==> src/rtl/sid_dac_rx_if.sv <==
// sid_dac_rx_if: the five pins of the SID serial dual-DAC link.
// master = serializer side (drives pins), slave = receiver side.
interface sid_dac_rx_if;
  logic dac_clk;
  logic dac_dat_1;
  logic dac_dat_2;
  logic dac_leb;
  logic dac_csb;

  modport master (output dac_clk, output dac_dat_1, output dac_dat_2,
                  output dac_leb, output dac_csb);
  modport slave  (input dac_clk, input dac_dat_1, input dac_dat_2,
                  input dac_leb, input dac_csb);
endinterface

==> src/rtl/sid_dac_rx.sv <==
// sid_dac_rx: oversampling receiver for the SID serial dual-DAC link.
// Recovers one 16-bit word per DAC per frame, commits bits 11:0 to the
// channel input register picked by bit 15, and copies all input registers
// to the sample outputs while the load strobe is low.
// Optional feature macro: SID_DAC_RX_SHDN_EN -- a committed word with
// SHDNb (bit 12) low stores RESET_CODE instead of its data bits.
module sid_dac_rx #(
  parameter int          SYNC_STAGES = 2,
  parameter logic [11:0] RESET_CODE  = 12'h000
) (
  input  logic          clk_i,
  input  logic          rst_n,
  sid_dac_rx_if.slave   link,
  output logic [11:0]   sample_1a,
  output logic [11:0]   sample_1b,
  output logic [11:0]   sample_2a,
  output logic [11:0]   sample_2b,
  output logic          upd,
  output logic          frame_err
);

  typedef enum logic {
    ST_IDLE  = 1'b0,
    ST_SHIFT = 1'b1
  } state_t;

  // Bit positions inside the synchronized pin bundle.
  localparam int PIN_CLK = 0;
  localparam int PIN_D1  = 1;
  localparam int PIN_D2  = 2;
  localparam int PIN_LEB = 3;
  localparam int PIN_CSB = 4;
  // Idle link level: clk=0, dat=0, leb=1, csb=1.
  localparam logic [4:0] PIN_IDLE = 5'b11000;

  logic [4:0]  pins_s;
  logic [4:0]  sync_r [SYNC_STAGES];
  logic [4:0]  cur_s;
  logic [4:0]  hist_r;

  logic        csb_fall_s;
  logic        csb_rise_s;
  logic        sclk_rise_s;
  logic        leb_low_s;

  state_t      state_r;
  state_t      state_nxt_s;
  logic        clear_s;
  logic        shift_s;
  logic        close_s;

  logic [4:0]  bit_cnt_r;
  logic [15:0] sh1_r;
  logic [15:0] sh2_r;
  logic [11:0] val1_s;
  logic [11:0] val2_s;
  logic        good_frame_s;

  logic [11:0] in_1a_r;
  logic [11:0] in_1b_r;
  logic [11:0] in_2a_r;
  logic [11:0] in_2b_r;

  logic        unused_s;

  assign pins_s = {link.dac_csb, link.dac_leb, link.dac_dat_2,
                   link.dac_dat_1, link.dac_clk};

  // Synchronizer chain on all five pins followed by one history stage.
  always_ff @(posedge clk_i) begin
    if (!rst_n) begin
      for (int i = 0; i < SYNC_STAGES; i++) begin
        sync_r[i] <= PIN_IDLE;
      end
      hist_r <= PIN_IDLE;
    end else begin
      sync_r[0] <= pins_s;
      for (int i = 1; i < SYNC_STAGES; i++) begin
        sync_r[i] <= sync_r[i-1];
      end
      hist_r <= sync_r[SYNC_STAGES-1];
    end
  end

  assign cur_s       = sync_r[SYNC_STAGES-1];
  assign csb_fall_s  = hist_r[PIN_CSB] & ~cur_s[PIN_CSB];
  assign csb_rise_s  = ~hist_r[PIN_CSB] & cur_s[PIN_CSB];
  assign sclk_rise_s = ~hist_r[PIN_CLK] & cur_s[PIN_CLK];
  assign leb_low_s   = ~cur_s[PIN_LEB];

  // Frame state register.
  always_ff @(posedge clk_i) begin
    if (!rst_n) begin
      state_r <= ST_IDLE;
    end else begin
      state_r <= state_nxt_s;
    end
  end

  // Frame FSM: open on csb fall, shift on sclk rise, close on csb rise.
  // A clock edge coinciding with the close is dropped.
  always_comb begin
    state_nxt_s = state_r;
    clear_s     = 1'b0;
    shift_s     = 1'b0;
    close_s     = 1'b0;
    case (state_r)
      ST_IDLE: begin
        if (csb_fall_s) begin
          state_nxt_s = ST_SHIFT;
          clear_s     = 1'b1;
        end else begin
          state_nxt_s = ST_IDLE;
        end
      end
      ST_SHIFT: begin
        if (csb_rise_s) begin
          state_nxt_s = ST_IDLE;
          close_s     = 1'b1;
        end else if (sclk_rise_s) begin
          state_nxt_s = ST_SHIFT;
          shift_s     = 1'b1;
        end else begin
          state_nxt_s = ST_SHIFT;
        end
      end
      default: begin
        state_nxt_s = ST_IDLE;
      end
    endcase
  end

  assign good_frame_s = close_s && (bit_cnt_r == 5'd16);

`ifdef SID_DAC_RX_SHDN_EN
  assign val1_s = sh1_r[12] ? sh1_r[11:0] : RESET_CODE;
  assign val2_s = sh2_r[12] ? sh2_r[11:0] : RESET_CODE;
`else
  assign val1_s = sh1_r[11:0];
  assign val2_s = sh2_r[11:0];
`endif

  // Shift registers, saturating bit counter and word commit to input regs.
  always_ff @(posedge clk_i) begin
    if (!rst_n) begin
      bit_cnt_r <= 5'd0;
      sh1_r     <= 16'h0000;
      sh2_r     <= 16'h0000;
      in_1a_r   <= RESET_CODE;
      in_1b_r   <= RESET_CODE;
      in_2a_r   <= RESET_CODE;
      in_2b_r   <= RESET_CODE;
    end else begin
      if (clear_s) begin
        bit_cnt_r <= 5'd0;
        sh1_r     <= 16'h0000;
        sh2_r     <= 16'h0000;
      end else if (shift_s) begin
        sh1_r <= {sh1_r[14:0], cur_s[PIN_D1]};
        sh2_r <= {sh2_r[14:0], cur_s[PIN_D2]};
        if (bit_cnt_r != 5'd31) begin
          bit_cnt_r <= bit_cnt_r + 5'd1;
        end
      end
      if (good_frame_s) begin
        if (sh1_r[15]) begin
          in_1b_r <= val1_s;
        end else begin
          in_1a_r <= val1_s;
        end
        if (sh2_r[15]) begin
          in_2b_r <= val2_s;
        end else begin
          in_2a_r <= val2_s;
        end
      end
    end
  end

  // Level-sensitive output transfer plus upd and frame_err pulses.
  always_ff @(posedge clk_i) begin
    if (!rst_n) begin
      sample_1a <= RESET_CODE;
      sample_1b <= RESET_CODE;
      sample_2a <= RESET_CODE;
      sample_2b <= RESET_CODE;
      upd       <= 1'b0;
      frame_err <= 1'b0;
    end else begin
      frame_err <= close_s && (bit_cnt_r != 5'd16);
      upd       <= leb_low_s &&
                   ({in_1a_r, in_1b_r, in_2a_r, in_2b_r} !=
                    {sample_1a, sample_1b, sample_2a, sample_2b});
      if (leb_low_s) begin
        sample_1a <= in_1a_r;
        sample_1b <= in_1b_r;
        sample_2a <= in_2a_r;
        sample_2b <= in_2b_r;
      end
    end
  end

  // Bits that carry no meaning for this receiver.
  assign unused_s = ^{sh1_r[14:12], sh2_r[14:12], hist_r[PIN_D1],
                      hist_r[PIN_D2], hist_r[PIN_LEB]};

endmodule
==> src/flat_wrapper.sv <==
// flat-port wrapper written by rule: the top's interface ports become plain ports
module sid_dac_rx_flat 
#(
  parameter int          SYNC_STAGES = 2,
  parameter logic [11:0] RESET_CODE  = 12'h000
)
  (clk_i, rst_n, sample_1a, sample_1b, sample_2a, sample_2b, upd, frame_err, link_dac_clk, link_dac_dat_1, link_dac_dat_2, link_dac_leb, link_dac_csb);
  sid_dac_rx_if link_i ();
  input  logic clk_i;
  input  logic rst_n;
  output logic [11:0] sample_1a;
  output logic [11:0] sample_1b;
  output logic [11:0] sample_2a;
  output logic [11:0] sample_2b;
  output logic upd;
  output logic frame_err;
  input wire logic [$bits(link_i.dac_clk)-1:0] link_dac_clk;
  input wire logic [$bits(link_i.dac_dat_1)-1:0] link_dac_dat_1;
  input wire logic [$bits(link_i.dac_dat_2)-1:0] link_dac_dat_2;
  input wire logic [$bits(link_i.dac_leb)-1:0] link_dac_leb;
  input wire logic [$bits(link_i.dac_csb)-1:0] link_dac_csb;
  assign link_i.dac_clk = link_dac_clk;
  assign link_i.dac_dat_1 = link_dac_dat_1;
  assign link_i.dac_dat_2 = link_dac_dat_2;
  assign link_i.dac_leb = link_dac_leb;
  assign link_i.dac_csb = link_dac_csb;
  sid_dac_rx #(.SYNC_STAGES(SYNC_STAGES), .RESET_CODE(RESET_CODE)) u_core (.clk_i(clk_i), .rst_n(rst_n), .link(link_i), .sample_1a(sample_1a), .sample_1b(sample_1b), .sample_2a(sample_2a), .sample_2b(sample_2b), .upd(upd), .frame_err(frame_err));
endmodule
==> config.mk <==
export PLATFORM = sky130hd
export DESIGN_NAME = sid_dac_rx_flat
export DESIGN_NICKNAME = d
export VERILOG_FILES = /design/src/rtl/sid_dac_rx_if.sv /design/src/rtl/sid_dac_rx.sv /design/src/flat_wrapper.sv
export SDC_FILE = /design/constraint.sdc
export NUM_CORES = 1
export LEC_CHECK = 0
export CORE_MARGIN = 5
export CORE_UTILIZATION = 51
export CTS_CLUSTER_SIZE = 16
export DETAILED_ROUTE_END_ITERATION = 12
export PLACE_DENSITY = 0.76
export SLEW_MARGIN = 15
export SYNTH_ARGS = -nofsm -noshare
export SYNTH_HDL_FRONTEND = slang
export SYNTH_SLANG_ARGS = --single-unit
==> constraint.sdc <==
create_clock -name clk_i -period 1.7 [get_ports clk_i]
set_input_delay 0.34 -clock clk_i [delete_from_list [all_inputs] [get_ports clk_i]]
set_output_delay 0.34 -clock clk_i [all_outputs]
set_load 0.02 [all_outputs]
==> results.yml, run 1 <==
finish:
  drive_gt1_share_pct: 11.1
  n_antenna_cell: 0
  area_growth_pct: 23.3
  nets: 656
floorplan:
  die_y_um: 117
  dieArea_um2: 13700
  die-width_um: 117
  ios: 57
  rows: 39
  core_um2: 11300
  initial_utilization_pct: 51.6
routing:
  wirelength_um: 13100
  drtPass1Iterations: 5
  postRouteAntennaNets: 0
  drt_iter0_drc: 360
  num_vias: 4271
  avgRoutedWirePerCell_um: 16.3
  drc: 0
  via_per_inst: 5.33
yosys:
  ys_seq_area_share_pct: 50.7
  async_flop_share_pct: 0
  avgSynthCellArea_um2: 10.0
  synthesis.nets: 593
  synthFlopType: "dfxtp_1"
  netlist_area_um2: 5850
  synth_warnings: 0
  synth_enable_flop_cells: 0
  synthDistinctLibCells: 39
  synth_cells: 583
  yosys_register_bits: 148
clocking:
  clkTransAtPathRegs_ns: 0.06
  cts.sinks: 148
  postCtsSetupBuffers: 0
  hold_buffers: 0
  cts_tree: "done"
  numCtsBuffers: 17
  cts-htree-levels: 4
  clkLatencyLatePin_ns: 0.43
  root_buffer: "clkbuf_16"
  cts.path.max_buffers: 2
global_routing:
  grt_util_met1_pct: 23.2
  grt_use_total_pct: 19.8
  antenna_found_initial: 0
  grt_busiest_layer: "met2"
  met3_usage_pct: 6.43
  grt_pass1_vias: 4122
  overflow: 0
  grtUsageMet2_pct: 33.8
  grt_pass1_wl_um: 20500
  grt_start_max_net_pins: 46
timing:
  period_needed_ns: 1.64
  finalHoldViolCount: 0
  finalClockSkew_ns: 0.00976
  tightest_slew_ns: 0.368
  setup_violations: 0
  max_freq_mhz: 611
  slew_viol_final: 0
  slew_headroom_pct: 75.3
  setup_slack_ns: 0.0642
  whs_ns: 0.409
  fin_crit_sh_pct: 96.2
  fin_setup_tns_ns: 0
worst_setup_path:
  crit_chain: "buf_6 -> inv_4 -> ha_4 -> nand4bb_4 -> nor3_4 -> clkbuf_16 -> mux2i_1 -> nor2_1"
  critPathMaxStageDelay_ns: 0.33
  critPathBufInv: 3
  crit_family: "simple AND/OR/NAND/NOR gates"
  crit_path_end_kind: "flop"
  crit_start: "u_core.bit_cnt_r[1]"
  path_max_fanout: 6
  start_kind: "flop"
  r2r_start: "u_core.bit_cnt_r[1]"
  crit_required_ns: 2.01
  crit_arrival_ns: 1.95
  path_class: "flop to flop"
  cpMaxStageDelayCell: "dfxtp_2"
hold_path:
  hp-start: "u_core.sync_r[0][4]"
  min_path_type: "flop to flop"
placement:
  dpl.hpwl_um: 8730
  post-place-ws_ns: -0.0229
  gp_congestion: 0.791
  port_buffers: 56
status:
  status: "finished, final reports clean"
power:
  power_density_nw_per_um2: 991
  p_leak_nw: 3.22
  ir_worst_vdd_v: 0.000701
run:
  cap_violations: 0
==> worst register-to-register path, cell delays in order (launching register included) <==
cell and delay [ns]:
dfxtp_2 0.33, buf_6 0.12, inv_4 0.05, ha_4 0.13, nand4bb_4 0.15, nor3_4 0.28
clkbuf_16 0.22, mux2i_1 0.18, nor2_1 0.06
==> placed cells by master (no fill, tap or decap), drive strengths merged, types with 4 or more instances in the layout <==
cell and n:
dlygate4sd2 49, clkbuf 24, and2 7, nand2 65
xnor2 49, mux2i 98, clkinv 7, a21oi 35
clkdlybuf4s50 6, nand3 4, dfxtp 148, buf 20
nor2 99, nand2b 7, nand4 12
==> cells by family after synthesis <==
logic type                 count (synthesis)  synth area share (%)
AOI/OAI and AO/OA                         39                  3.60
DFF                                      148                  50.7
and+or+nand+nor                          210                  17.0
xor gates and xnor gates                  49                  7.34
buffers and inverters                     36                  3.94
adders and majority gates                  3                 0.642
muxes                                     98                  16.8
==> path summary, 6_finish.rpt <==
| path | end | slack, ns | cells after the start |
|---|---|---|---|
| worst max register to register | u_core.in_2a_r[10] | 0.06 | 8 |
| worst min register to register | u_core.sync_r[0][9] | 0.41 | 1 |
| worst max-delay path | u_core.in_2a_r[10] | 0.06 | 8 |
| worst min-delay path | u_core.sync_r[0][9] | 0.41 | 1 |
==> report_power, final <==
part           internal (W)  switching (W)  total, W
combinational     0.0000696       0.000101  0.000170
sequential          0.00348     0.00000949   0.00349
clock               0.00208        0.00140   0.00348
total               0.00563        0.00151   0.00714
==> Yosys cell counts (2+ instances only) <==
| cell | n | area [um2] |
|---|---|---|
| nand2b_1 | 6 | 37.5 |
| buf_12 | 2 | 40.0 |
| and2_1 | 7 | 43.8 |
| a21oi_1 | 35 | 175 |
| nand4_1 | 12 | 75.1 |
| mux2i_1 | 98 | 981 |
| nand2_1 | 65 | 244 |
| ha_1 | 3 | 37.5 |
| buf_2 | 14 | 70.1 |
| clkbuf_1 | 5 | 18.8 |
| buf_1 | 5 | 18.8 |
| nand3_2 | 2 | 20.0 |
| xnor2_1 | 49 | 429 |
| clkbuf_8 | 3 | 41.3 |
| dfxtp_1 | 148 | 2960 |
| inv_1 | 2 | 7.51 |
| nor2_1 | 99 | 372 |
| buf_4 | 4 | 30.0 |
| nor4_1 | 3 | 18.8 |
| nor3_4 | 2 | 32.5 |
==> layout make-up <==
type	instances	area, um2
Clock buffer	23	468
Clock inverter	9	80.1
Fill cell	922	4110
Inverter	3	13.8
Multi-Input combinational cell	399	2700
Sequential cell	148	2970
Tap cell	143	179
Timing Repair Buffer	77	797
==> layer usage <==
layer,vias to the layer above,share of wire [%]
met5,-,0
met4,0,2.2
met3,24,5.5
met2,117,50
met1,2051,42
li1,2079,-
==> stage by stage <==
| stage | instances | cell area, um2 | total power, W | utilization (%) |
|---|---|---|---|---|
| global placement | 769 | 6630 | 0.00373 | 58.6 |
| CTS | 801 | 7120 | 0.00718 | 62.9 |
| detailed placement | 769 | 6630 | 0.00374 | 58.6 |
| floorplan | 583 | 5850 | 0.00368 | - |
| global route | 802 | 7210 | 0.00735 | 63.7 |
| finish | 802 | 7210 | 0.00714 | 63.7 |
==> what timing repair did <==
item | 4_1_cts | 5_1_grt
endpoints found under the setup margin | 51 | 32
pin swaps | 0 | 4
resized for setup | 50 | 17
cloned | 0 | 1
==> registers in the layout, summed over array words and instances, names as in the netlist, 10 cells and up <==
signal and flops:
u_core.sync_r 10, u_core.sample_1b 12, u_core.sample_2a 12, u_core.sh2_r 16, u_core.in_1b_r 12, u_core.in_1a_r 12
u_core.sample_2b 12, u_core.in_2b_r 12, u_core.sample_1a 12, u_core.in_2a_r 12, u_core.sh1_r 16
(Power assumes the default switching activity.)
==> inputs of run 2 (changes only) <==
Settings changed: CORE_UTILIZATION 51 to 27, PLACE_DENSITY 0.76 to 0.46, SLEW_MARGIN 15 to unset, TNS_END_PERCENT set to 30.
==> results.yml, run 2 (synthesis results as in run 1) <==
finish:
  nets: 655
  fin_util_pct: 35.2
  drive_gt1_share_pct: 10.8
  instances_no_fill: 932
  n_antenna_cell: 0
  area_growth_pct: 27.5
  layout_commonest_cell: "dfxtp_1"
  top_regs: "u_core.sh1_r: 16 flops, u_core.sh2_r: 16 flops"
  final.fill_count: 2135
  final_cell_mix: "dfxtp_1, nor2_1, mux2i_1"
  multi_input_area_um2: 2690
  seq_area_um2: 2960
clocking:
  numCtsBuffers: 17
  clkTransAtPathRegs_ns: 0.06
  cts-htree-levels: 4
  cts_tree: "done"
  hold_buffers: 0
  clkLatencyLatePin_ns: 0.42
  cts.sinks: 148
  cts.path.max_buffers: 2
  root_buffer: "clkbuf_16"
routing:
  drc: 0
  avgRoutedWirePerCell_um: 15.1
  wirelength_um: 14100
  via_per_inst: 4.42
  drt_iter0_drc: 261
  drtPass1Iterations: 4
  num_vias: 4115
  postRouteAntennaNets: 0
timing:
  fin_crit_sh_pct: 95.4
  slew_headroom_pct: 73.5
  setup_violations: 0
  slew_viol_final: 0
  period_needed_ns: 1.62
  tightest_slew_ns: 0.394
  max_freq_mhz: 616
  finalHoldViolCount: 0
  whs_ns: 0.406
  finalClockSkew_ns: 0.00878
global_routing:
  overflow: 0
  antenna_found_initial: 0
  grt_pass1_wl_um: 22600
  grt_use_total_pct: 11.9
  grt_start_max_net_pins: 50
  grt_pass1_vias: 4101
worst_setup_path:
  critPathMaxStageDelay_ns: 0.31
  crit_path_end_kind: "flop"
  crit_arrival_ns: 1.93
  cpMaxStageDelayCell: "dfxtp_1"
  rr_worst_depth: 9
  r2r_slack_ns: 0.08
  path_class: "flop to flop"
  path_max_fanout: 6
  crit_chain: "buf_4 -> inv_2 -> ha_4 -> nand4bb_4 -> nor3_4 -> buf_12 -> buf_12 -> mux2i_2 -> nor2_1"
  path_common_cell: "buf_12"
  start_kind: "flop"
  crit_required_ns: 2.01
floorplan:
  rows: 53
  dieArea_um2: 24700
  die_y_um: 157
  ios: 57
  initial_utilization_pct: 27.6
  die-width_um: 157
  core_um2: 21200
power:
  ir_worst_vdd_v: 0.000646
  p_sw_share_pct: 20.3
  pwr-share-comb_pct: 2.2
  seqPwrFrac_pct: 44.9
  p_leak_nw: 3.25
  power_frac_clock_pct: 52.9
  p_sw_w: 0.00158
  power.internal_w: 0.00619
  power_density_nw_per_um2: 1040
placement:
  dpl.hpwl_um: 9590
  port_buffers: 56
  dp.cells: 899
  gp_congestion: 0.778
hold_path:
  whs_path_depth: 1
  min_path_type: "flop to flop"
status:
  status: "finished, final reports clean"
run:
  cap_violations: 0
[run 2: cell types whose count changed in the layout (fill, tap and decap cells not counted), moves of 2 or more]
| cell | previous run | this run |
|---|---|---|
| dfxtp_1 | 145 | 147 |
| clkbuf_1 | 4 | 1 |
| buf_12 | 9 | 11 |
| buf_6 | 2 | 0 |
| clkinv_2 | 5 | 2 |
| dfxtp_2 | 3 | 1 |
| bufinv_16 | 1 | 5 |
| inv_6 | 0 | 2 |
[run 2: worst paths after layout]
kind / start / to
worst max-delay path: u_core.bit_cnt_r[0] / u_core.in_1a_r[7]
worst min register to register: u_core.sync_r[0][4] / u_core.sync_r[0][9]
worst min-delay path: u_core.sync_r[0][4] / u_core.sync_r[0][9]
worst max register to register: u_core.bit_cnt_r[0] / u_core.in_1a_r[7]
[run 2: area by class of cell]
cell class	count	area share, %
Tap cell	275	4.62
Timing Repair Buffer	76	10.8
Clock buffer	19	5.94
Sequential cell	148	39.8
Clock inverter	12	2.72
Multi-Input combinational cell	399	36.0
Inverter	3	0.151
[run 2: power by group through the flow]
stage	clock network [W]	logic [W]	registers [W]
3_3_place_gp	0	0.000174	0.00357
5_1_grt	0.00437	0.000187	0.00349
6_report	0.00411	0.000173	0.00349
2_1_floorplan	0	0.000118	0.00356
3_5_place_dp	0	0.000176	0.00357
4_1_cts	0.00422	0.000176	0.00349
[run 2: layer usage]
metal	GRT usage [%]	wire length, um	up-vias
met5	0	0	-
met3	3.60	715	11
met2	19.2	6760	80
met1	15.2	6410	1960
li1	-	-	2064
met4	4.01	183	0
[run 2: critical path: cells and delay by family, from the launching register on]
kind,cells,cell delay [ns]
buffers and inverters,4,0.47
and+or+nand+nor,3,0.37
DFF,1,0.31
muxes,1,0.21
adders and majority gates,1,0.14
[run 2: what timing repair did]
| action | in CTS | in global routing |
|---|---|---|
| gates resized for setup | 52 | 7 |
| setup endpoints to repair | 52 | 28 |
| pin swaps | 0 | 1 |
| buffers inserted | 0 | 1 |
| cloned | 0 | 1 |
[run 2: through the flow]
stage	total power (W)	worst slack, ns	instance area [um2]	TNS, ns
floorplan	0.00368	0.0488	5850	0
global placement	0.00374	0.0367	6790	0
detailed placement	0.00374	-0.0488	6790	-0.0663
CTS	0.00788	0.0231	7380	0
global route	0.00804	-0.00785	7450	-0.0146
finish	0.00777	0.0778	7450	0
